==> src/rtl/seq_alu_if.sv <==
// seq_alu_if: start/busy/done handshake plus operand and result buses
// for the sequential 16-bit execution unit. The master drives the request
// and the slave (seq_alu) returns the status and result.
interface seq_alu_if;
    logic        start;
    logic [3:0]  op;
    logic [15:0] a;
    logic [15:0] b;
    logic        busy;
    logic        done;
    logic [15:0] zbus;
    logic        ci;
    logic        ci_1;

    modport master (
        output start, op, a, b,
        input  busy, done, zbus, ci, ci_1
    );

    modport slave (
        input  start, op, a, b,
        output busy, done, zbus, ci, ci_1
    );
endinterface

==> src/rtl/seq_alu.sv <==
// seq_alu: sequential 16-bit execution unit feeding the status detector.
// Logic and add/subtract finish in one cycle. Shifts move one bit per clock
// and multiply runs 16 shift-add steps. The result, the carry out of bit 15
// (ci) and the carry into bit 15 (ci_1) are held until the next done pulse.
// Optional feature macro: SEQ_ALU_MUL_EN enables op 9 (MUL) and its datapath.
// Without it, op 9 behaves as a reserved single-cycle op.
module seq_alu (
    input  logic     clk,
    input  logic     reset,
    seq_alu_if.slave alu
);
    localparam logic [1:0] IDLE  = 2'd0;
    localparam logic [1:0] SHIFT = 2'd1;
`ifdef SEQ_ALU_MUL_EN
    localparam logic [1:0] MUL   = 2'd2;
    localparam logic [3:0] OP_MUL  = 4'd9;
`endif

    localparam logic [3:0] OP_ADD  = 4'd0;
    localparam logic [3:0] OP_SUB  = 4'd1;
    localparam logic [3:0] OP_AND  = 4'd2;
    localparam logic [3:0] OP_OR   = 4'd3;
    localparam logic [3:0] OP_XOR  = 4'd4;
    localparam logic [3:0] OP_NOT  = 4'd5;
    localparam logic [3:0] OP_SHL  = 4'd6;
    localparam logic [3:0] OP_SHR  = 4'd7;
    localparam logic [3:0] OP_ASR  = 4'd8;
    localparam logic [3:0] OP_PASS = 4'd10;

    logic [1:0]  r_state;
    logic [4:0]  r_count;
    logic [15:0] r_sh;
    logic [3:0]  r_shop;
    logic        r_done;
    logic [15:0] r_zbus;
    logic        r_ci;
    logic        r_ci_1;

    logic [15:0] w_b_eff;
    logic        w_cin;
    logic [16:0] w_sum;
    logic [15:0] w_res;
    logic        w_res_ci;
    logic        w_res_ci_1;
    logic        w_is_shift;
    logic        w_shift_go;
    logic [15:0] w_sh_next;
    logic        w_sh_out;

`ifdef SEQ_ALU_MUL_EN
    logic [31:0] r_acc;
    logic [31:0] r_mcand;
    logic [15:0] r_mplr;
    logic [31:0] w_acc_next;
    logic        w_mul_hi;
`endif

    assign alu.busy = (r_state != IDLE);
    assign alu.done = r_done;
    assign alu.zbus = r_zbus;
    assign alu.ci   = r_ci;
    assign alu.ci_1 = r_ci_1;

    // Single-cycle result and flags for the op presented with start.
    // Carry into bit 15 is recovered as sum[15] ^ a[15] ^ b_eff[15].
    always_comb begin
        w_b_eff    = (alu.op == OP_SUB) ? ~alu.b : alu.b;
        w_cin      = (alu.op == OP_SUB);
        w_sum      = {1'b0, alu.a} + {1'b0, w_b_eff} + {16'd0, w_cin};
        w_is_shift = (alu.op == OP_SHL) || (alu.op == OP_SHR) || (alu.op == OP_ASR);
        w_shift_go = w_is_shift && (alu.b[3:0] != 4'd0);
        w_res      = '0;
        w_res_ci   = 1'b0;
        w_res_ci_1 = 1'b0;
        case (alu.op)
            OP_ADD, OP_SUB: begin
                w_res      = w_sum[15:0];
                w_res_ci   = w_sum[16];
                w_res_ci_1 = w_sum[15] ^ alu.a[15] ^ w_b_eff[15];
            end
            OP_AND:  w_res = alu.a & alu.b;
            OP_OR:   w_res = alu.a | alu.b;
            OP_XOR:  w_res = alu.a ^ alu.b;
            OP_NOT:  w_res = ~alu.a;
            OP_PASS: w_res = alu.b;
            OP_SHL, OP_SHR, OP_ASR: w_res = alu.a;
            default: w_res = '0;
        endcase
    end

    // One-bit shift step of the held operand and the bit it pushes out.
    always_comb begin
        w_sh_next = {r_sh[15], r_sh[15:1]};
        w_sh_out  = r_sh[0];
        case (r_shop)
            OP_SHL: begin
                w_sh_next = {r_sh[14:0], 1'b0};
                w_sh_out  = r_sh[15];
            end
            OP_SHR: begin
                w_sh_next = {1'b0, r_sh[15:1]};
                w_sh_out  = r_sh[0];
            end
            default: begin
                w_sh_next = {r_sh[15], r_sh[15:1]};
                w_sh_out  = r_sh[0];
            end
        endcase
    end

`ifdef SEQ_ALU_MUL_EN
    // One shift-add multiply step: accumulate the shifted multiplicand.
    always_comb begin
        w_acc_next = r_acc + (r_mplr[0] ? r_mcand : 32'd0);
        w_mul_hi   = |w_acc_next[31:16];
    end
`endif

    // Control FSM and result registers; outputs change only with done.
    always_ff @(posedge clk or posedge reset) begin
        if (reset) begin
            r_state <= IDLE;
            r_count <= '0;
            r_sh    <= '0;
            r_shop  <= '0;
            r_done  <= 1'b0;
            r_zbus  <= '0;
            r_ci    <= 1'b0;
            r_ci_1  <= 1'b0;
`ifdef SEQ_ALU_MUL_EN
            r_acc   <= '0;
            r_mcand <= '0;
            r_mplr  <= '0;
`endif
        end else begin
            r_done <= 1'b0;
            case (r_state)
                IDLE: begin
                    if (alu.start) begin
                        if (w_shift_go) begin
                            r_sh    <= alu.a;
                            r_shop  <= alu.op;
                            r_count <= {1'b0, alu.b[3:0]};
                            r_state <= SHIFT;
                        end
`ifdef SEQ_ALU_MUL_EN
                        else if (alu.op == OP_MUL) begin
                            r_acc   <= '0;
                            r_mcand <= {16'd0, alu.a};
                            r_mplr  <= alu.b;
                            r_count <= 5'd16;
                            r_state <= MUL;
                        end
`endif
                        else begin
                            r_zbus <= w_res;
                            r_ci   <= w_res_ci;
                            r_ci_1 <= w_res_ci_1;
                            r_done <= 1'b1;
                        end
                    end
                end
                SHIFT: begin
                    r_sh    <= w_sh_next;
                    r_count <= r_count - 5'd1;
                    if (r_count == 5'd1) begin
                        r_zbus  <= w_sh_next;
                        r_ci    <= w_sh_out;
                        r_ci_1  <= w_sh_out;
                        r_done  <= 1'b1;
                        r_state <= IDLE;
                    end
                end
`ifdef SEQ_ALU_MUL_EN
                MUL: begin
                    r_acc   <= w_acc_next;
                    r_mcand <= {r_mcand[30:0], 1'b0};
                    r_mplr  <= {1'b0, r_mplr[15:1]};
                    r_count <= r_count - 5'd1;
                    if (r_count == 5'd1) begin
                        r_zbus  <= w_acc_next[15:0];
                        r_ci    <= w_mul_hi;
                        r_ci_1  <= w_mul_hi;
                        r_done  <= 1'b1;
                        r_state <= IDLE;
                    end
                end
`endif
                default: r_state <= IDLE;
            endcase
        end
    end
endmodule

==> src/flat_wrapper.sv <==
// flat-port wrapper written by rule: the top's interface ports become plain ports
module seq_alu_flat 
  (clk, reset, alu_start, alu_op, alu_a, alu_b, alu_busy, alu_done, alu_zbus, alu_ci, alu_ci_1);
  seq_alu_if alu_i ();
  input  logic clk;
  input  logic reset;
  input wire logic [$bits(alu_i.start)-1:0] alu_start;
  input wire logic [$bits(alu_i.op)-1:0] alu_op;
  input wire logic [$bits(alu_i.a)-1:0] alu_a;
  input wire logic [$bits(alu_i.b)-1:0] alu_b;
  output wire logic [$bits(alu_i.busy)-1:0] alu_busy;
  output wire logic [$bits(alu_i.done)-1:0] alu_done;
  output wire logic [$bits(alu_i.zbus)-1:0] alu_zbus;
  output wire logic [$bits(alu_i.ci)-1:0] alu_ci;
  output wire logic [$bits(alu_i.ci_1)-1:0] alu_ci_1;
  assign alu_i.start = alu_start;
  assign alu_i.op = alu_op;
  assign alu_i.a = alu_a;
  assign alu_i.b = alu_b;
  assign alu_busy = alu_i.busy;
  assign alu_done = alu_i.done;
  assign alu_zbus = alu_i.zbus;
  assign alu_ci = alu_i.ci;
  assign alu_ci_1 = alu_i.ci_1;
  seq_alu u_core (.clk(clk), .reset(reset), .alu(alu_i));
endmodule
==> config.mk <==
export PLATFORM = sky130hd
export DESIGN_NAME = seq_alu_flat
export DESIGN_NICKNAME = d
export VERILOG_FILES = /design/src/rtl/seq_alu_if.sv /design/src/rtl/seq_alu.sv /design/src/flat_wrapper.sv
export SDC_FILE = /design/constraint.sdc
export NUM_CORES = 1
export LEC_CHECK = 0
export ABC_AREA = 1
export CORE_ASPECT_RATIO = 1.5
export CORE_UTILIZATION = 45
export CTS_BUF_LIST = sky130_fd_sc_hd__clkbuf_4 sky130_fd_sc_hd__clkbuf_8
export DETAILED_ROUTE_END_ITERATION = 10
export GPL_TIMING_DRIVEN = 0
export HOLD_SLACK_MARGIN = 0.02
export PLACE_DENSITY = 0.78
export SLEW_MARGIN = 15
export SYNTH_ARGS = -nofsm -noshare
export SYNTH_HDL_FRONTEND = slang
export SYNTH_SLANG_ARGS = --single-unit
==> constraint.sdc <==
create_clock -name clk -period 1.6 [get_ports clk]
set_clock_uncertainty 0.2 [all_clocks]
set_input_delay 0.32 -clock clk [delete_from_list [all_inputs] [get_ports clk]]
set_output_delay 0.32 -clock clk [all_outputs]
set_load 0.05 [all_outputs]
Yosys cells after proc, flatten, opt, wreduce, memory -nomap -nowiden
Index checks and enable logic that the tools add are counted.
{"block": "word_totals", "word_cells": 80, "in_bits": 39, "ff_bits": 46, "out_inout_bits": 20}
{"block": "op_classes", "reduce_logical": 14, "muxes": 31, "n_bitwise": 7, "eq_ne": 17, "addsub": 3}
{"op": "16-bit one-hot mux with 7 select lines", "count": 1}
{"op": "16-bit 2-to-1 mux", "count": 6}
{"op": "16-bit one-hot mux with 2 select lines", "count": 3}
{"op": "16-bit inverter", "count": 2}
{"op": "4-bit by 3-bit equality test with 1-bit output, second input constant", "count": 6}
{"op": "16-bit by 16-bit adder with 17-bit output", "count": 1}
{"op": "17-bit by 1-bit adder with 17-bit output", "count": 1}
{"op": "16-bit AND", "count": 1}
{"op": "16-bit bitwise OR", "count": 1}
{"op": "16-bit bitwise XOR", "count": 1}
{"op": "1-bit 2-to-1 mux", "count": 11}
{"op": "5-bit 2-to-1 mux", "count": 2}
{"op": "5-bit one-hot mux with 2 select lines", "count": 1}
{"op": "3-bit AND reduction", "count": 3}
{"op": "4-bit by 2-bit equality test with 1-bit output, second input constant", "count": 2}
{"op": "4-bit equality test, second input constant", "count": 2}
{"op": "2-bit 2-to-1 mux", "count": 3}
{"op": "1-bit one-hot mux with 2 select lines", "count": 3}
{"op": "5-bit by 1-bit equality test with 1-bit output, second input constant", "count": 1}
{"op": "5-bit by 1-bit subtractor with 5-bit output, second input constant", "count": 1}
{"op": "4-bit by 1-bit equality test with 1-bit output, second input constant", "count": 1}
{"op": "4-bit logical NOT", "count": 1}
{"op": "2-bit by 1-bit inequality test with 1-bit output, second input constant", "count": 2}
{"op": "2-bit inequality test, second input constant", "count": 2}
{"op": "other kinds (11)", "count": 14}

Logic depth before layout (Yosys ltp)
Gate-level depths: netlist of the first run.
{"block": "logic_depth", "ltp_word": 10, "mapped_depth": 21, "depth_no_buf": 20}

Worst setup path before layout of the first run
OpenSTA, ideal clock, no wires.
{"block": "synth_path", "path_kind": "in2reg", "from": "input port alu_op[3]", "to": "register u_core.r_zbus[8], in the netlist u_core.alu.zbus[8]", "path_slack_ns": -1.155, "required_time_ns": 1.278, "n_path_buf": 1, "cell_stages": 14, "setup_time_ns": 0.122, "arrival_time_ns": 2.433, "cell_sequence": "nor2_1 > nand2_2 > buf_2 > xor2_1 > ha_1 > nand3_1 > nand3_1 > a21boi_0 > o21ai_0 > or2_2 > nand3_1 > nand3_1 > nand2_1 > a21oi_1"}
{"block": "synth_between", "elab_chain_len": 8, "elab_cells_between_ends": 24, "classes_between": "add/sub: 2; eq/ne: 10; mux: 5; reduce/logical: 7"}
{"item": "start: declaration", "line_no": "flat_wrapper.sv:8", "text": "input wire logic [$bits(alu_i.op)-1:0] alu_op;"}
{"item": "4-bit by 1-bit equality test with 1-bit output", "line_no": "seq_alu.sv:67, seq_alu.sv:68, seq_alu.sv:75"}
{"item": "16-bit 2-to-1 mux", "line_no": "seq_alu.sv:67", "text": "w_b_eff = (alu.op == OP_SUB) ? ~alu.b : alu.b;"}
{"item": "16-bit by 16-bit adder with 17-bit output", "line_no": "seq_alu.sv:69", "text": "w_sum = {1'b0, alu.a} + {1'b0, w_b_eff} + {16'd0, w_cin};"}
{"item": "17-bit by 1-bit adder with 17-bit output", "line_no": "seq_alu.sv:69"}
{"item": "16-bit one-hot mux with 7 select lines", "line_no": "seq_alu.sv:75", "text": "case (alu.op)"}
{"item": "16-bit 2-to-1 mux", "line_no": "seq_alu.sv:140", "text": "if (w_shift_go) begin"}
{"item": "16-bit 2-to-1 mux", "line_no": "seq_alu.sv:139", "text": "if (alu.start) begin"}
{"item": "16-bit one-hot mux with 2 select lines", "line_no": "seq_alu.sv:137", "text": "case (r_state)"}
{"item": "end signal: assignment", "line_no": "seq_alu.sv:156", "text": "r_zbus <= w_res;"}
{"item": "end signal: assignment", "line_no": "seq_alu.sv:167", "text": "r_zbus <= w_sh_next;"}
{"item": "end: declaration", "line_no": "seq_alu.sv:35", "text": "logic [15:0] r_zbus;"}
Parallel ways exist; a longest one is shown, timed or not. The select of a mux whose other input is x is not followed.
A chain may end at the register's enable or synchronous reset.

Worst setup path in the final report of the first run
{"block": "layout_path", "from": "input port alu_op[3]", "to": "register u_core.r_zbus[10], in the netlist u_core.alu.zbus[10]"}
Same word-level chain as after synthesis.

==> results of run 1 <==
==> metrics by stage <==
stage | util | worst slack, ns | cells | instance area, um^2 | total power, mW
after global placement | 0.5642 | -2.035 | 803 | 5281 | 6.456
after floorplan | - | -0.9122 | 633 | 4561 | 5.175
after detailed placement | 0.5663 | -2.082 | 804 | 5301 | 6.579
after CTS | 0.6846 | -0.8485 | 868 | 6409 | 8.574
final | 0.7285 | -0.9925 | 885 | 6820 | 9.264
after global routing | 0.7285 | -1.086 | 885 | 6820 | 9.662
==> sequential cells by signal (all words and copies together) (netlist names) <==
register and cells:
u_core.alu.zbus 16, u_core.r_sh 16, u_core.alu.done 1, u_core.r_count 5, u_core.alu.ci 1, u_core.r_state 1
u_core.alu.ci_1 1, u_core.r_shop 4
==> critical path: cells and delay by family <==
family | cells | cell delay [ns]
xor+xnor | 1 | 0.16
simple gates | 8 | 0.75
fa+ha+maj | 1 | 0.38
compound gates | 3 | 0.49
buf+inv | 4 | 0.52
==> where the power goes <==
group	total, mW	switching, mW	internal, mW
combinational	6.13	3.85	2.28
clock	0.952	0.443	0.508
sequential	2.19	0.472	1.71
total	9.26	4.76	4.50
==> cell usage in the layout (no fill, tap or decap), types with 3 or more instances in the layout <==
master           instances
a211oi_1                 5
buf_12                   6
clkdlybuf4s50_1         28
nand2_1                 83
nor2_2                  13
a221oi_1                 6
o21ai_0                 18
buf_8                    8
xor2_1                  14
nand2_8                  4
clkbuf_8                 7
o21ai_4                  3
clkdlybuf4s15_2          3
a21oi_4                  3
nor2_1                  43
o221ai_1                 5
inv_2                   12
nand2_2                 30
nand3_1                 18
inv_1                   63
o21ai_1                 18
inv_6                    4
nand3_4                  3
o211ai_1                 6
o21ai_2                 18
buf_4                   47
nor2_4                  11
ha_1                    50
o22ai_1                  7
a31oi_1                 12
dfrtp_1                 44
nand3_2                 18
nand2_4                 14
buf_6                   23
dlygate4sd2_1            5
a21oi_1                 30
a21oi_2                 22
buf_2                   19
==> Yosys cell counts, drive strengths merged, types with 7 or more instances <==
| cell | count | share of area |
|---|---|---|
| ha | 52 | 0.15 |
| xor2 | 16 | 0.032 |
| o22ai | 8 | 0.011 |
| a31oi | 13 | 0.018 |
| buf | 10 | 0.013 |
| nand2 | 129 | 0.12 |
| nand3 | 39 | 0.045 |
| inv | 84 | 0.072 |
| o21ai | 57 | 0.067 |
| nor2 | 67 | 0.058 |
| dfrtp | 45 | 0.26 |
| clkbuf | 10 | 0.0088 |
| a221oi | 7 | 0.014 |
| a21oi | 55 | 0.062 |
==> cell type report <==
class                      instances  area (um^2)
clock buffer                       6        82.58
buffer                            18        185.2
timing repair inverter             1        7.507
clock inverter                     2        37.54
tap                              112        140.1
multi-input combinational        486         3627
fill                             692         2541
timing repair buffer             131         1241
sequential                        45         1127
inverter                          84        371.6
==> layer usage <==
layer,GRT usage,vias to the layer above
met5,0,-
met4,0.2457,0
met3,0.07143,151
met2,0.5881,371
met1,0.3599,2533
li1,-,2418
==> cells by family (layout without fill, tap and decap cells) <==
| kind of cell | count (synthesis) | in the layout | share of synthesized area |
|---|---|---|---|
| AND/OR/NAND/NOR | 245 | 247 | 0.2345 |
| AO/OA/AOI/OAI | 170 | 170 | 0.2317 |
| buffers and inverters | 104 | 242 | 0.09426 |
| adder cells (fa/ha/maj) | 53 | 53 | 0.1522 |
| flip-flops | 45 | 45 | 0.2555 |
| XOR/XNOR | 16 | 16 | 0.03180 |
==> repair_timing <==
| action | 4_1_cts | 5_1_grt |
|---|---|---|
| endpoints found under the setup margin | 65 | 59 |
| pin swaps | 54 | 56 |
| resized for setup | 234 | 148 |
| gates cloned | 8 | 0 |
| buffers inserted | 49 | 21 |
==> final timing paths <==
kind	start	endpoint	slack, ns	cells after the start
setup / recovery	alu_op[3]	u_core.alu.zbus[10]	-0.99	17
setup reg to reg	u_core.r_shop[2]	u_core.alu.zbus[14]	-0.26	10
hold reg to reg	u_core.r_shop[1]	u_core.r_shop[1]	0.31	2
hold / removal	reset	u_core.alu.zbus[14]	0.06	2
min in group clk	alu_op[0]	u_core.r_shop[0]	0.17	4
max in group asynchronous	reset	u_core.r_state[0]	0.65	3
==> metrics.yaml, run 1 <==
clocking:
  hold_buffers: 0
  clock_path_buffers: 2
  worstSkewPairLatency_ns: 0.32
  root_buffer: "clkbuf_8"
  cts_sinks: 45
  clk_pin_slew_ns: 0.09
  cts_tree: "built"
  htreeDepth: 2
  cts_inserted_buffers: 5
finish:
  nets: 864
  syn2layout_area_growth_pct: 54.77
  num_antenna_cells: 0
  drive_above_1_share: 0.3907
synth:
  netlist_area_um2: 4407
  ys_warn_count: 0
  postSynthAreaPerCell_um2: 6.962
  synth_nets: 725
  synth-main-ff-cell: "dfrtp_1"
  async_reset_ff_frac: 1.000
  synth-seq-cells: 45
  ys_types: 46
  synth_cells: 633
  synth_edf_count: 0
  synth_seq_area_share: 0.2555
timing:
  hold_viol: 0
  slew_violations: 0
  setup_slack_ns: -0.9925
  tightest_slew_ns: 0.5541
  setup_viol: 44
  finalSetupTns_ns: -18.90
  rsz0062_at_grt: "true"
  whs_ns: 0.05774
  layout_worst_path_cycle_share: 1.620
  max-slew-margin-rel: 0.6306
  min_period_ns: 2.592
  timing.fmax_mhz: 385.7
routing:
  vias: 5473
  drtAntennaViolNets: 0
  via_per_inst: 6.184
  wl_met3_um: 1453
  highest_layer: "met4"
  first_pass_iters: 6
  wl_met1_um: 6109
  wl_per_cell_um: 20.12
  met2RoutedLength_um: 8623
  drc: 0
  drt_iter0_markers: 411
  totalWireLength_um: 17810
worst_setup_path:
  path_common_cell: "nand3_2"
  startpoint_type: "input pin"
  crit_required_ns: 1.65
  worstPathMaxFanout: 6
  worst_setup_path_end_kind: "flop"
  worstSetupPathType: "input pin to flop"
  worstPathCellList: "buf_12 > nor2_4 > nand2_4 > buf_4 > buf_6 > xor2_4 > fa_2 > nand3_2 > nand3_4 > a21boi_2 > buf_4 > nor2_1 > o21ai_1 > nand3_2 > nand3_2 > nand2_2 > a21oi_2"
  critPathMaxStageDelay_ns: 0.38
  arrival_ns: 2.64
  slowest_stage: "fa_2"
placement:
  place.port_buffers: 58
  post-dp-hpwl_um: 10860
  place_congestion: 0.9218
global_routing:
  grt_util_all_layers: 0.3363
  grt_pass1_wl_um: 26660
  antenna_found_initial: 0
  grt_max_degree: 34
  grt_remaining_overflow: 0
  grt_pass1_vias: 5320
die:
  core-area_um2: 9361
  start_util: 0.4707
  rows: 43
  die_h_um: 123.2
  dieArea_um2: 10200
  pin_count: 59
  die_x_um: 82.80
hold_path:
  worstHoldPathType: "input pin to async pin"
pwr:
  ir_drop_v: 0.001351
  power_density_nw_per_um2: 1358
  power_leakage_nw: 3.225
status:
  violations: "negative setup slack"
  status: "complete, but fails checks"
flow_run:
  cap_violations: 0
Power figures use the tool's default switching activity.
==> inputs of run 2 (changes only) <==
--- a/config.mk
+++ b/config.mk
@@ -6,6 +6,7 @@
 export NUM_CORES = 1
 export LEC_CHECK = 0
 export ABC_AREA = 1
+export CAP_MARGIN = 25
 export CORE_ASPECT_RATIO = 1.5
 export CORE_UTILIZATION = 45
 export CTS_BUF_LIST = sky130_fd_sc_hd__clkbuf_4 sky130_fd_sc_hd__clkbuf_8
@@ -13,6 +14,7 @@
 export GPL_TIMING_DRIVEN = 0
 export HOLD_SLACK_MARGIN = 0.02
 export PLACE_DENSITY = 0.78
+export SETUP_SLACK_MARGIN = 0.02
 export SLEW_MARGIN = 15
 export SYNTH_ARGS = -nofsm -noshare
 export SYNTH_HDL_FRONTEND = slang
==> run 2 against run 1 <==
  * Global-route usage shrank 2.5 points
  * Sequential share of layout area grew 0.35 points
  * Utilization fell by 1.5 points
  * Non-clock buffer count down 9
  * Power shrank 6.0%
  * The run still ends with negative setup slack left
  * Setup slack improved by 0.15 ns
  * Count of clock-buffer cells in the layout rose by 1
  * Final area fell by 2.1%
  * First-iteration DRC count up 6.1%
  * Maximum frequency is 6.0% higher
==> metrics.yaml, run 2 (same netlist as run 1, synthesis figures left out) <==
routing:
  drtAntennaViolNets: 0  # unchanged
  totalWireLength_um: 16690  # -6.3%
  drc: 0  # unchanged
  first_pass_iters: 5  # -1
  via_per_inst: 6.073  # -1.8%
  wl_per_cell_um: 19.09  # -5.1%
  vias: 5308  # -3.0%
  drt_iter0_markers: 436  # +6.1%
finish:
  num_antenna_cells: 0  # unchanged
  final_cell_mix: "93 x nand2_1, 58 x inv_1, 48 x nor2_1"
  stdcell_count: 874  # -1.2%
  nets: 853  # -1.3%
  nFillCells: 731  # +5.6%
  layout_commonest_cell: "nand2_1"
  ff_latch_area_um2: 1127  # unchanged
  drive_above_1_share: 0.3530  # -0.03767
  syn2layout_area_growth_pct: 51.56
  multi_input_area_um2: 3577  # -1.4%
placement:
  place.port_buffers: 58  # unchanged
  place_congestion: 0.9312  # +1.0%
  post-dp-hpwl_um: 11000  # +1.3%
  dp_cells: 804  # unchanged
hold_path:
  whs_path_depth: 3
  worstHoldPathType: "input pin to flop"
global_routing:
  grt_max_degree: 29  # -15%
  grt_remaining_overflow: 0  # unchanged
  grt_pass1_vias: 5199  # -2.3%
  grt_util_all_layers: 0.3117  # -0.02467
  antenna_found_initial: 0  # unchanged
  grt_pass1_wl_um: 25140  # -5.7%
flow_run:
  cap_violations: 0  # unchanged
timing:
  setup_viol: 44  # unchanged
  tightest_slew_ns: 0.5332  # -0.02096 ns
  timing.fmax_mhz: 408.8  # +6.0%
  hold_viol: 0  # unchanged
  min_period_ns: 2.446  # -0.1462 ns
  layout_worst_path_cycle_share: 1.529  # -0.09136
  max-slew-margin-rel: 0.6413  # +0.01069
  setup_slack_ns: -0.8463  # +0.1462 ns
  whs_ns: 0.06672  # +0.008981 ns
  rsz0062_at_grt: "true"
  slew_violations: 0  # unchanged
die:
  die_x_um: 82.80  # unchanged
  die_h_um: 123.2  # unchanged
  dieArea_um2: 10200  # unchanged
  start_util: 0.4707  # unchanged
  core-area_um2: 9361  # unchanged
  pin_count: 59  # unchanged
  rows: 43  # unchanged
worst_setup_path:
  startpoint_type: "input pin"
  worstPathMaxFanout: 5  # -1
  arrival_ns: 2.49  # -0.15 ns
  worstSetupPathType: "input pin to flop"
  worst_setup_path_end_kind: "flop"
  crit_required_ns: 1.64  # about the same
  reg2reg_depth: 5  # -5
clocking:
  cts_tree: "built"
  root_buffer: "clkbuf_8"
  worstSkewPairLatency_ns: 0.31  # about the same
  clock_path_buffers: 2  # unchanged
  cts_sinks: 45  # unchanged
  htreeDepth: 2  # unchanged
  cts_inserted_buffers: 5  # unchanged
  clk_pin_slew_ns: 0.09  # about the same
status:
  violations: "negative setup slack"
  status: "complete, but fails checks"
pwr:
  power_leakage_nw: 3.160  # -2.0%
  power_density_nw_per_um2: 1303  # -4.0%
  ir_drop_v: 0.001304  # -3.5%
-- run 2: worst paths after layout --
| check | slack [ns] | from | to |
|---|---|---|---|
| min in group asynchronous | 0.11 | reset | u_core.alu.zbus[15] |
| worst max-delay path | -0.85 | alu_op[3] | u_core.alu.zbus[11] |
| worst min register to register | 0.32 | u_core.r_shop[1] | u_core.r_shop[1] |
| worst min-delay path | 0.07 | alu_op[0] | u_core.r_shop[0] |
| max in group asynchronous | 0.59 | reset | u_core.r_state[0] |
| worst max register to register | -0.19 | u_core.r_state[0] | u_core.r_count[3] |
-- run 2: timing repair --
action                     4_1_cts  5_1_grt
setup buffers                   36       21
gates cloned                     5        0
setup endpoints to repair       65       60
resized for setup              239      114
pin swaps                       62       60
hold buffers                     0        0
-- run 2: layout make-up --
class | count | area share
plain buffers | 20 | 0.02960
clock buffers | 7 | 0.01349
clock inverters | 1 | 0.004496
inverters | 84 | 0.05451
multi-input cells | 485 | 0.5356
flip-flops and latches | 45 | 0.1688
well taps | 112 | 0.02098
repair buffers | 120 | 0.1725
-- run 2: power breakdown --
| group | switching, mW | leakage (nW) | internal (mW) | total, mW |
|---|---|---|---|---|
| Combinational | 3.56 | 2.56 | 2.09 | 5.64 |
| Sequential | 0.413 | 0.536 | 1.71 | 2.13 |
| Clock | 0.408 | 0.0619 | 0.527 | 0.935 |
| Total | 4.38 | 3.16 | 4.33 | 8.70 |
-- run 2: metrics by stage --
stage	TNS, ns	total power [mW]	utilization	worst slack, ns	instance area (um^2)
2_1_floorplan	-13.49	5.181	-	-0.9122	4561
3_3_place_gp	-99.69	6.467	0.5642	-2.047	5281
3_5_place_dp	-62.45	6.603	0.5663	-2.062	5301
4_1_cts	-13.89	8.190	0.6665	-0.8029	6240
5_1_grt	-20.77	9.138	0.7134	-0.9342	6679
6_report	-17.94	8.705	0.7134	-0.8463	6679
-- run 2: routing by layer --
layer | vias up | share of wire | wire [um] | track usage
met1 | 2535 | 0.36 | 6025 | 0.3256
met4 | 0 | 0.064 | 1070 | 0.2037
met5 | - | 0 | 0 | 0
li1 | 2385 | - | - | -
met2 | 288 | 0.51 | 8575 | 0.5799
met3 | 100 | 0.061 | 1014 | 0.04806
-- run 2: critical path, stage by stage --
cell and delay [ns]:
buf_12 0.10, nor2_4 0.14, nand2_4 0.11, buf_12 0.17
xor2_1 0.14, ha_1 0.35, a21o_1 0.25, nand2_1 0.11
nand2_2 0.09, buf_4 0.15, inv_2 0.06, nand2_2 0.05
nand2_1 0.05, nand3_1 0.09, nand2_1 0.10, nand2_1 0.07
a21oi_2 0.15
==> inputs of run 3 (changes only) <==
--- a/config.mk
+++ b/config.mk
@@ -6,6 +6,7 @@
 export NUM_CORES = 1
 export LEC_CHECK = 0
 export ABC_AREA = 1
+export ABC_CLOCK_PERIOD_IN_PS = 1600
 export CAP_MARGIN = 25
 export CORE_ASPECT_RATIO = 1.5
 export CORE_UTILIZATION = 45
==> constraint.sdc (replaced) <==
create_clock -name clk -period 1.6 [get_ports clk]
set_clock_uncertainty 0.2 [all_clocks]
set_input_delay 0.24 -clock clk [delete_from_list [all_inputs] [get_ports clk]]
set_output_delay 0.24 -clock clk [all_outputs]
set_load 0.05 [all_outputs]
==> run 3 against run 2 <==
  * The run ends with negative hold slack, negative setup slack left
  * Global-route usage shrank 0.32 points
  * Die area is the same
  * Count of clock-buffer cells in the layout shrank 1
  * Critical endpoint is now u_core.alu.zbus[8]
  * Largest power group unchanged
==> metrics.yaml, run 3 (same netlist as run 1, synthesis figures left out) <==
status:
  status: "complete, but fails checks"
  violations: "negative hold slack, negative setup slack"
global_routing:
  grt_max_degree: 30  # +3.4%
  grt_util_all_layers: 0.3085  # -0.003194
  antenna_found_initial: 0  # unchanged
  grt_pass1_wl_um: 24820  # -1.3%
  grt_pass1_vias: 5121  # -1.5%
  grt_remaining_overflow: 0  # unchanged
flow_run:
  cap_violations: 0  # unchanged
worst_setup_path:
  arrival_ns: 2.41  # -0.08 ns
  startpoint_type: "input pin"
  worstPathMaxFanout: 4  # -1
  worstSetupPathType: "input pin to flop"
  critPathMaxStageDelay_ns: 0.35  # about the same
  worstPathCellList: "buf_8 > nor2_4 > nand2_4 > buf_4 > xor2_2 > fa_2 > nand3_1 > nand3_2 > a21boi_2 > o21ai_2 > or2_2 > nand3_1 > nand3_2 > nand2_1 > a21oi_1"
  slowest_stage: "fa_2"
  r2r_start: "u_core.r_shop[1]"
  reg2reg_to: "u_core.alu.ci"
  crit_start: "alu_op[1]"
  worst_setup_path_end_kind: "flop"
  crit_required_ns: 1.60  # -0.04 ns
  rrSetupSlack_ns: -0.31  # -0.12 ns
  critPathCapture: "u_core.alu.zbus[8]"
  reg2reg_depth: 7  # +2
timing:
  setup_slack_ns: -0.8145  # +0.03177 ns
  layout_worst_path_cycle_share: 1.509  # -0.01985
  slew_violations: 0  # unchanged
  tightest_slew_ns: 0.6053  # +0.07210 ns
  setup_viol: 38  # -14%
  max-slew-margin-rel: 0.5965  # -0.04479
  rsz0062_at_grt: "true"
  hold_viol: 1  # +1
  min_period_ns: 2.415  # -0.03177 ns
  whs_ns: -0.001466  # -0.06818 ns
  timing.fmax_mhz: 414.2  # +1.3%
hold_path:
  worstHoldPathType: "input pin to flop"
pwr:
  p_switching_mw: 4.722  # +7.9%
  power_mw: 9.307  # +6.9%
  switching_share: 0.5074  # +0.004515
  internal_power_mw: 4.585  # +6.0%
  power_density_nw_per_um2: 1382  # +6.0%
  ir_drop_v: 0.001680  # +29%
  power_leakage_nw: 3.186  # +0.82%
  pwr-share-seq: 0.237  # -0.007
  clkPwrFrac: 0.078  # -0.029
  combPwrFrac: 0.685  # +0.037
finish:
  syn2layout_area_growth_pct: 52.87
  layout_commonest_cell: "nand2_1"
  nets: 862  # +1.1%
  drive_above_1_share: 0.3658  # +0.01274
  stdcell_count: 883  # +1.0%
  num_antenna_cells: 0  # unchanged
  final_cell_mix: "94 x nand2_1, 60 x inv_1, 52 x ha_1"
die:
  core-area_um2: 9361  # unchanged
  dieArea_um2: 10200  # unchanged
  pin_count: 59  # unchanged
  die_h_um: 123.2  # unchanged
  rows: 43  # unchanged
  die_x_um: 82.80  # unchanged
  start_util: 0.4707  # unchanged
routing:
  wl_per_cell_um: 19.28  # +0.98%
  totalWireLength_um: 17020  # +2.0%
  drc: 0  # unchanged
  via_per_inst: 6.055  # -0.29%
  drtAntennaViolNets: 0  # unchanged
  first_pass_iters: 7  # +2
  drt_iter0_markers: 479  # +9.9%
  vias: 5347  # +0.73%
placement:
  place_ws_ns: -1.953  # +0.1091 ns
  post-dp-hpwl_um: 10980  # -0.13%
  place.port_buffers: 58  # unchanged
  dp_cells: 804  # unchanged
  place_congestion: 0.9926  # +6.6%
clocking:
  cts_sinks: 45  # unchanged
  hold_buffers: 0  # unchanged
  root_buffer: "clkbuf_8"
  htreeDepth: 2  # unchanged
  worstSkewPairLatency_ns: 0.31  # about the same
  clk_pin_slew_ns: 0.09  # about the same
  cts_inserted_buffers: 5  # unchanged
  clock_path_buffers: 2  # unchanged
  cts_tree: "built"
-- run 3: cell count changes in the layout (fill, tap and decap cells not counted), moves of 7 or more --
cell,delta
clkdlybuf4s15_2,+16
buf_2,-16
ha_1,+7
o21ai_2,+12
o21ai_1,-7
ha_4,-7
-- run 3: worst min-delay path by stage --
| stage | cells after the start | slack (ns) | endpoint | start |
|---|---|---|---|---|
| after floorplan | 2 | 0.17 | u_core.r_sh[15] | alu_a[15] |
| after global placement | 2 | 0.26 | u_core.r_shop[1] | u_core.r_shop[1] |
| after CTS | 3 | 0.03 | u_core.r_shop[0] | alu_op[0] |
| after detailed placement | 1 | 0.28 | u_core.r_shop[3] | u_core.r_shop[3] |
| final | 3 | -0.001 | u_core.r_shop[0] | alu_op[0] |
| after global routing | 3 | -0.002 | u_core.r_shop[0] | alu_op[0] |
-- run 3: what timing repair did --
action	4_1_cts	5_1_grt
hold endpoints to repair	0	1
setup endpoints to repair	65	45
setup buffers	51	25
cloned	5	1
resized for setup	256	90
pin swaps	76	43
-- run 3: per-layer routing --
layer | vias to the layer above | GRT usage | wire length (um)
met1 | 2498 | 0.3319 | 6113
met4 | 0 | 0.2091 | 1255
met2 | 333 | 0.5681 | 8556
met3 | 109 | 0.03538 | 1096
met5 | - | 0 | 0
li1 | 2407 | - | -
-- run 3: critical path: cells and delay by family --
family | cells | cell delay (ns)
adder cells (fa/ha/maj) | 1 | 0.35
AND/OR/NAND/NOR | 8 | 1.01
AO/OA/AOI/OAI | 3 | 0.39
buffers and inverters | 2 | 0.25
XOR/XNOR | 1 | 0.15
-- run 3: cell type report --
type | count | area (um^2)
Multi-Input combinational cell | 484 | 3501
Fill cell | 721 | 2625
Timing Repair Buffer | 131 | 1325
Sequential cell | 45 | 1130
Inverter | 84 | 364.1
Buffer | 19 | 190.2
Tap cell | 112 | 140.1
Clock buffer | 6 | 76.32
Clock inverter | 2 | 10.01
-- run 3: stage by stage --
step | setup TNS (ns) | area, um^2 | hold slack, ns | util
after global routing | -17.42 | 6736 | -0.001965 | 0.7196
final | -14.02 | 6736 | -0.001466 | 0.7196
after floorplan | -11.11 | 4601 | 0.1746 | -
after detailed placement | -56.25 | 5341 | 0.2828 | 0.5706
after global placement | -92.16 | 5321 | 0.2638 | 0.5684
after CTS | -11.35 | 6315 | 0.02581 | 0.6746
-- run 3: power by group through the flow --
stage	clock network (mW)	logic, mW	registers (mW)
2_1_floorplan	0	2.30	2.92
3_3_place_gp	0	4.43	2.09
3_5_place_dp	0	4.53	2.11
4_1_cts	0.710	5.50	2.14
5_1_grt	0.750	6.71	2.25
6_report	0.722	6.38	2.21
==> edit 1 (settings of run 2) <==
The option `SEQ_ALU_MUL_EN` is turned on by a define.
--- a/src/rtl/seq_alu.sv
+++ b/src/rtl/seq_alu.sv
@@ -4,6 +4,8 @@
 // (ci) and the carry into bit 15 (ci_1) are held until the next done pulse.
 // Optional feature macro: SEQ_ALU_MUL_EN enables op 9 (MUL) and its datapath.
 // Without it, op 9 behaves as a reserved single-cycle op.
+`define SEQ_ALU_MUL_EN
+
 module seq_alu (
     input  logic     clk,
     input  logic     reset,
Formal check against the unedited RTL: not equivalent (Yosys sat finds a counterexample within 4 cycles, from zero or initial values and one cycle with reset high).
==> edit 1 against run 2 <==
- the flow still finishes with violations (setup timing)
- critical endpoint is now u_core.alu.ci
- routed wire length increased to 2.8 times the old value
- sequential cell count up 81
- register-to-register slack lost 1.4 ns
- largest cell class unchanged
- power rose to 3.6 times the old value
- final area up 140%
- area after synthesis grew 140%
- sequential share of layout area grew 3.2 points
- critical path depth rose by 5
- maximum frequency shrank 23%
- worst setup slack worse by 0.73 ns
==> edit 1: results (changes against run 2) <==
The setup slack at placement came out at -2.10 ns (-0.0360 ns). The number of distinct library cell variants in the gate-level netlist after synthesis came out at 48 (+4.3%). The cell count after placement was 1,954 (+140%). The fraction of the yosys area taken by sequential cells is 30.0% (+4.4 points). The checks that failed: setup timing.

The synthesized net count is 1,737 (+140%). The total global routing track utilization is 36.0% (+4.9 points). The setup slack after layout is -1.58 ns (-0.733 ns).

The count of vias placed by the detailed router is 12.4k (+130%). The initial antenna violation count is 1 (+1). The final number of setup-violating endpoints came out at 130 (+200%). The largest vdd supply drop was 1.29 mV (-1.3%). The total negative slack came out at -90.90 ns (-72.96 ns).

The detailed-placement wirelength estimate came out at 30,100 microns (+170%). The average wire per cell in the routed design came out at 22.0 microns (+15%). The yosys synthesis warning count is 0 (unchanged). In the synthesized netlist, the cells that appear most often are sky130_fd_sc_hd__nand2_1, sky130_fd_sc_hd__inv_1, sky130_fd_sc_hd__nor2_1. The clock insertion delay at the later pin of the skew report is 0.49 ns (+0.18 ns).

The min-delay analysis places its worst path in the category in -> async. The leakage power total is 7.59 nW (+140%). Tracing the worst setup path back leads to its startpoint at u_core.r_mplr[0]. The reported net switching power was 15.8 mW (+260%). The arithmetic-cell share of the synthesized area counting full adders, half adders and majority gates came to 10.4% (-4.9 points). The total CTS buffers is 17 (+12). The fraction of final layout cells sized beyond drive strength 1 came out at 36.1% (+0.79 points). The H-tree depth came out at 4 (+2). The largest fanout on the critical path came out at 6 (+1). The final layout net count came to 1,924 (+130%). The synthesized-area fraction occupied by xor and xnor cells is 1.66% (-1.5 points). The maximum number of pins on one net before global-route repair was 35 (+21%).

The synthesized area per cell came out at 6.53 sq um (-6.2%). The instance area at placement is 0.0123 sq mm (+130%). The DRC violation total after the first TritonRoute iteration is 927 (+110%). The headroom to the max-slew limit is 55.0% (-9.1 points). The run finished, with violations left. The async set-or-reset flop fraction in the synthesized netlist is 100% (unchanged). The post-synthesis compound-gate area fraction was 18.2% (-4.9 points).
[edit 1: kinds of logic after synthesis]
kind of cell | Yosys count
fa+ha+maj | 86
simple gates | 740
flops | 126
compound gates | 331
xor+xnor | 20
buf+inv | 309
[edit 1: cell type report]
class,instances,area (sq um)
Tap cell,280,350
Fill cell,1782,7260
Sequential cell,126,3150
Timing Repair Buffer,174,1870
Inverter,258,1030
Clock inverter,11,163
Multi-Input combinational cell,1177,8350
Antenna cell,1,2.50
Buffer,45,517
Clock buffer,21,283
[edit 1: power groups by stage]
stage	sequential [mW]	combinational, mW	clock (mW)
global route	5.87	23.5	3.40
global placement	5.44	13.6	0
floorplan	6.01	9.26	0
CTS	5.52	18.5	3.27
finish	5.78	22.3	3.31
detailed placement	5.47	13.8	0
[edit 1: routing by layer]
| layer | vias up | wire length, microns | global-route usage [%] |
|---|---|---|---|
| met1 | 5905 | 15200 | 34.0 |
| met2 | 618 | 23200 | 65.4 |
| li1 | 5600 | - | - |
| met5 | - | 0 | 0 |
| met3 | 292 | 2700 | 5.96 |
| met4 | 0 | 4830 | 34.3 |
[edit 1: worst max-delay path: stages, from the launching register on]
cell	delay, ns
sky130_fd_sc_hd__dfrtp_1	0.40
sky130_fd_sc_hd__buf_8	0.15
sky130_fd_sc_hd__clkbuf_16	0.17
sky130_fd_sc_hd__nand2_8	0.10
sky130_fd_sc_hd__inv_4	0.04
sky130_fd_sc_hd__ha_4	0.15
sky130_fd_sc_hd__inv_2	0.06
sky130_fd_sc_hd__fa_2	0.24
sky130_fd_sc_hd__inv_4	0.06
sky130_fd_sc_hd__nand2_1	0.10
sky130_fd_sc_hd__nand3_2	0.17
sky130_fd_sc_hd__nand2_1	0.18
sky130_fd_sc_hd__nand3_1	0.09
sky130_fd_sc_hd__nand2_1	0.07
sky130_fd_sc_hd__nand2_1	0.08
sky130_fd_sc_hd__nor2_2	0.11
sky130_fd_sc_hd__nand2_2	0.08
sky130_fd_sc_hd__nor2_4	0.18
sky130_fd_sc_hd__nand3_2	0.12
sky130_fd_sc_hd__nand2_2	0.08
sky130_fd_sc_hd__nand2_2	0.07
sky130_fd_sc_hd__nand2_4	0.09
sky130_fd_sc_hd__a21oi_2	0.05
[edit 1: path summary, 6_finish.rpt]
kind                                       to  slack [ns]  cells past startpoint
max                             u_core.alu.ci       -1.58                     22
min                        u_core.r_mcand[10]        0.02                      3
max reg2reg                     u_core.alu.ci       -1.58                     22
min reg2reg                 u_core.r_count[4]        0.30                      1
max in group asynchronous    u_core.r_mplr[4]        0.16                      3
min in group clk             u_core.r_shop[0]        0.05                      3
[edit 1: repair_timing]
item	CTS	global route
resized for setup	386	344
pin swaps	44	87
hold buffers	1	0
endpoints found under the setup margin	146	143
setup buffers	63	37
cloned	17	1
endpoints found under the hold margin	12	0
==> edit 2 (settings of run 2) <==
Made on the original files. Reset style: synchronous (`reset`), changed in one clocked block.
--- a/src/rtl/seq_alu.sv
+++ b/src/rtl/seq_alu.sv
@@ -117,7 +117,7 @@
 `endif
 
     // Control FSM and result registers; outputs change only with done.
-    always_ff @(posedge clk or posedge reset) begin
+    always_ff @(posedge clk) begin
         if (reset) begin
             r_state <= IDLE;
             r_count <= '0;
Function: differs if reset is asserted again (counterexample within 4 cycles, from zero or initial values and one cycle with reset high); with reset held inactive, the same outputs for 10 cycles.
==> edit 2 against run 2 <==
- sequential share of layout area decreased by 3.5 points
- first-iteration DRC count grew 15%
- final cell count increased by 2.2%
- highest routed layer unchanged
- final area grew 1.8%
- worst setup slack worse by 0.12 ns
- non-clock buffer count increased by 16
- the flow still finishes with violations (setup timing)
- routed wire length rose by 9.1%
- sequential cell count unchanged
- area after synthesis shrank 3.7%
Power is not compared: it rests on default switching activity, and its combinational part moved more than twofold at a synthesized area within 25%.
==> edit 2: results (changes against run 2) <==
The headroom to the max-slew limit is 47.1% (-17 points). The number of non-clock buffers is 156 (+11%). The placer's final routability congestion estimate came out at 0.982 (+5.4%). For this run, the leading register cell type out of synthesis is sky130_fd_sc_hd__dfxtp_1.

The maximum number of pins on one net before global-route repair came to 14 (-52%). The via count of the first global-routing pass came out at 5,234 (+0.67%). The share of cell area taken by multi-input logic gates is 56.0% (+2.5 points). The final reports fail on setup timing.

The largest incremental delay on the critical path came out at 0.26 ns (-0.09 ns). The layout multi-input combinational cell count came out at 491 (+1.2%). The met2 routed wirelength came out at 9220 microns (+7.5%). The clock network contribution to total cell area came out at 1.49% (-0.31 points).

Broken down by cell family, the worst path's largest delay share belongs to compound AO/OA/AOI/OAI gates. The setup slack at placement came to -1.98 ns (+0.0800 ns). The average vias per placed instance is 6.19 (+1.9%).

The total setup buffers inserted after CTS came to 61 (+69%). The cell count after placement is 808 (+0.50%). The full die area is 0.00983 sq mm (-3.7%).

The setup slack after layout is -0.968 ns (-0.122 ns). The number of instances in the synthesized netlist is 638 (+0.79%). The DRC violation total after the first TritonRoute iteration came to 502 (+15%). The sequential cell count is 45 (unchanged). Counting instances in the post-synthesis netlist gives the leading cell types as sky130_fd_sc_hd__nand2_1, sky130_fd_sc_hd__inv_1, sky130_fd_sc_hd__nor2_1. The final number of setup-violating endpoints came to 44 (unchanged). The number of search-and-repair iterations in the first detailed-routing pass is 6 (+1). The number of distinct library cell variants in the gate-level netlist after synthesis is 40 (-13%). The aggregate routed wire length came out at 18,200 microns (+9.1%).

The post-route met1 wirelength came to 6350 microns (+5.3%). The non-clock buffer area fraction after layout came to 22.0% (+1.8 points). The number of fill cells in the layout was 619 (-15%). The total negative slack came out at -17.96 ns (-0.0132 ns). The average wire per cell in the routed design is 20.4 microns (+6.8%). By area the synthesized netlist is led by sky130_fd_sc_hd__dfxtp_1, sky130_fd_sc_hd__ha_1, sky130_fd_sc_hd__nand2_1. The fraction of area in registers is 13.4% (-3.5 points).

The run finished, with violations left. The post-cts resize count came out at 261 (+9.2%). The fraction of final layout cells sized beyond drive strength 1 is 40.2% (+4.9 points). The post-route standard cell area excluding fillers came out at 0.00680 sq mm (+1.8%).

The reg2reg setup slack came out at -0.44 ns (-0.25 ns). The first-pass GRT wire length is 25,600 microns (+1.9%). The startpoint identified for the worst register-to-register timing path is u_core.r_shop[1].

The met2 usage came to 59.2% (+1.2 points). The final layout net count came out at 872 (+2.2%).
[edit 2: changes by cell type after synthesis, moves of 5 or more]
cell                             run 2  this run
sky130_fd_sc_hd__nor2_1             66        59
sky130_fd_sc_hd__nand3_1            38        31
sky130_fd_sc_hd__o21ai_1             1        14
sky130_fd_sc_hd__dfrtp_1            45         0
sky130_fd_sc_hd__dfxtp_1             0        45
sky130_fd_sc_hd__inv_1              79        74
sky130_fd_sc_hd__nand2_1           120       114
[edit 2: cell families (layout without fill, tap and decap cells)]
family / count (synthesis) / count (layout) / share of synthesized area, %
and+or+nand+nor: 223 / 223 / 22.2
AOI/OAI and AO/OA: 196 / 196 / 27.5
buffers and inverters: 102 / 245 / 9.32
adders and majority gates: 53 / 53 / 15.8
DFF: 45 / 45 / 21.2
xor gates and xnor gates: 19 / 19 / 3.92
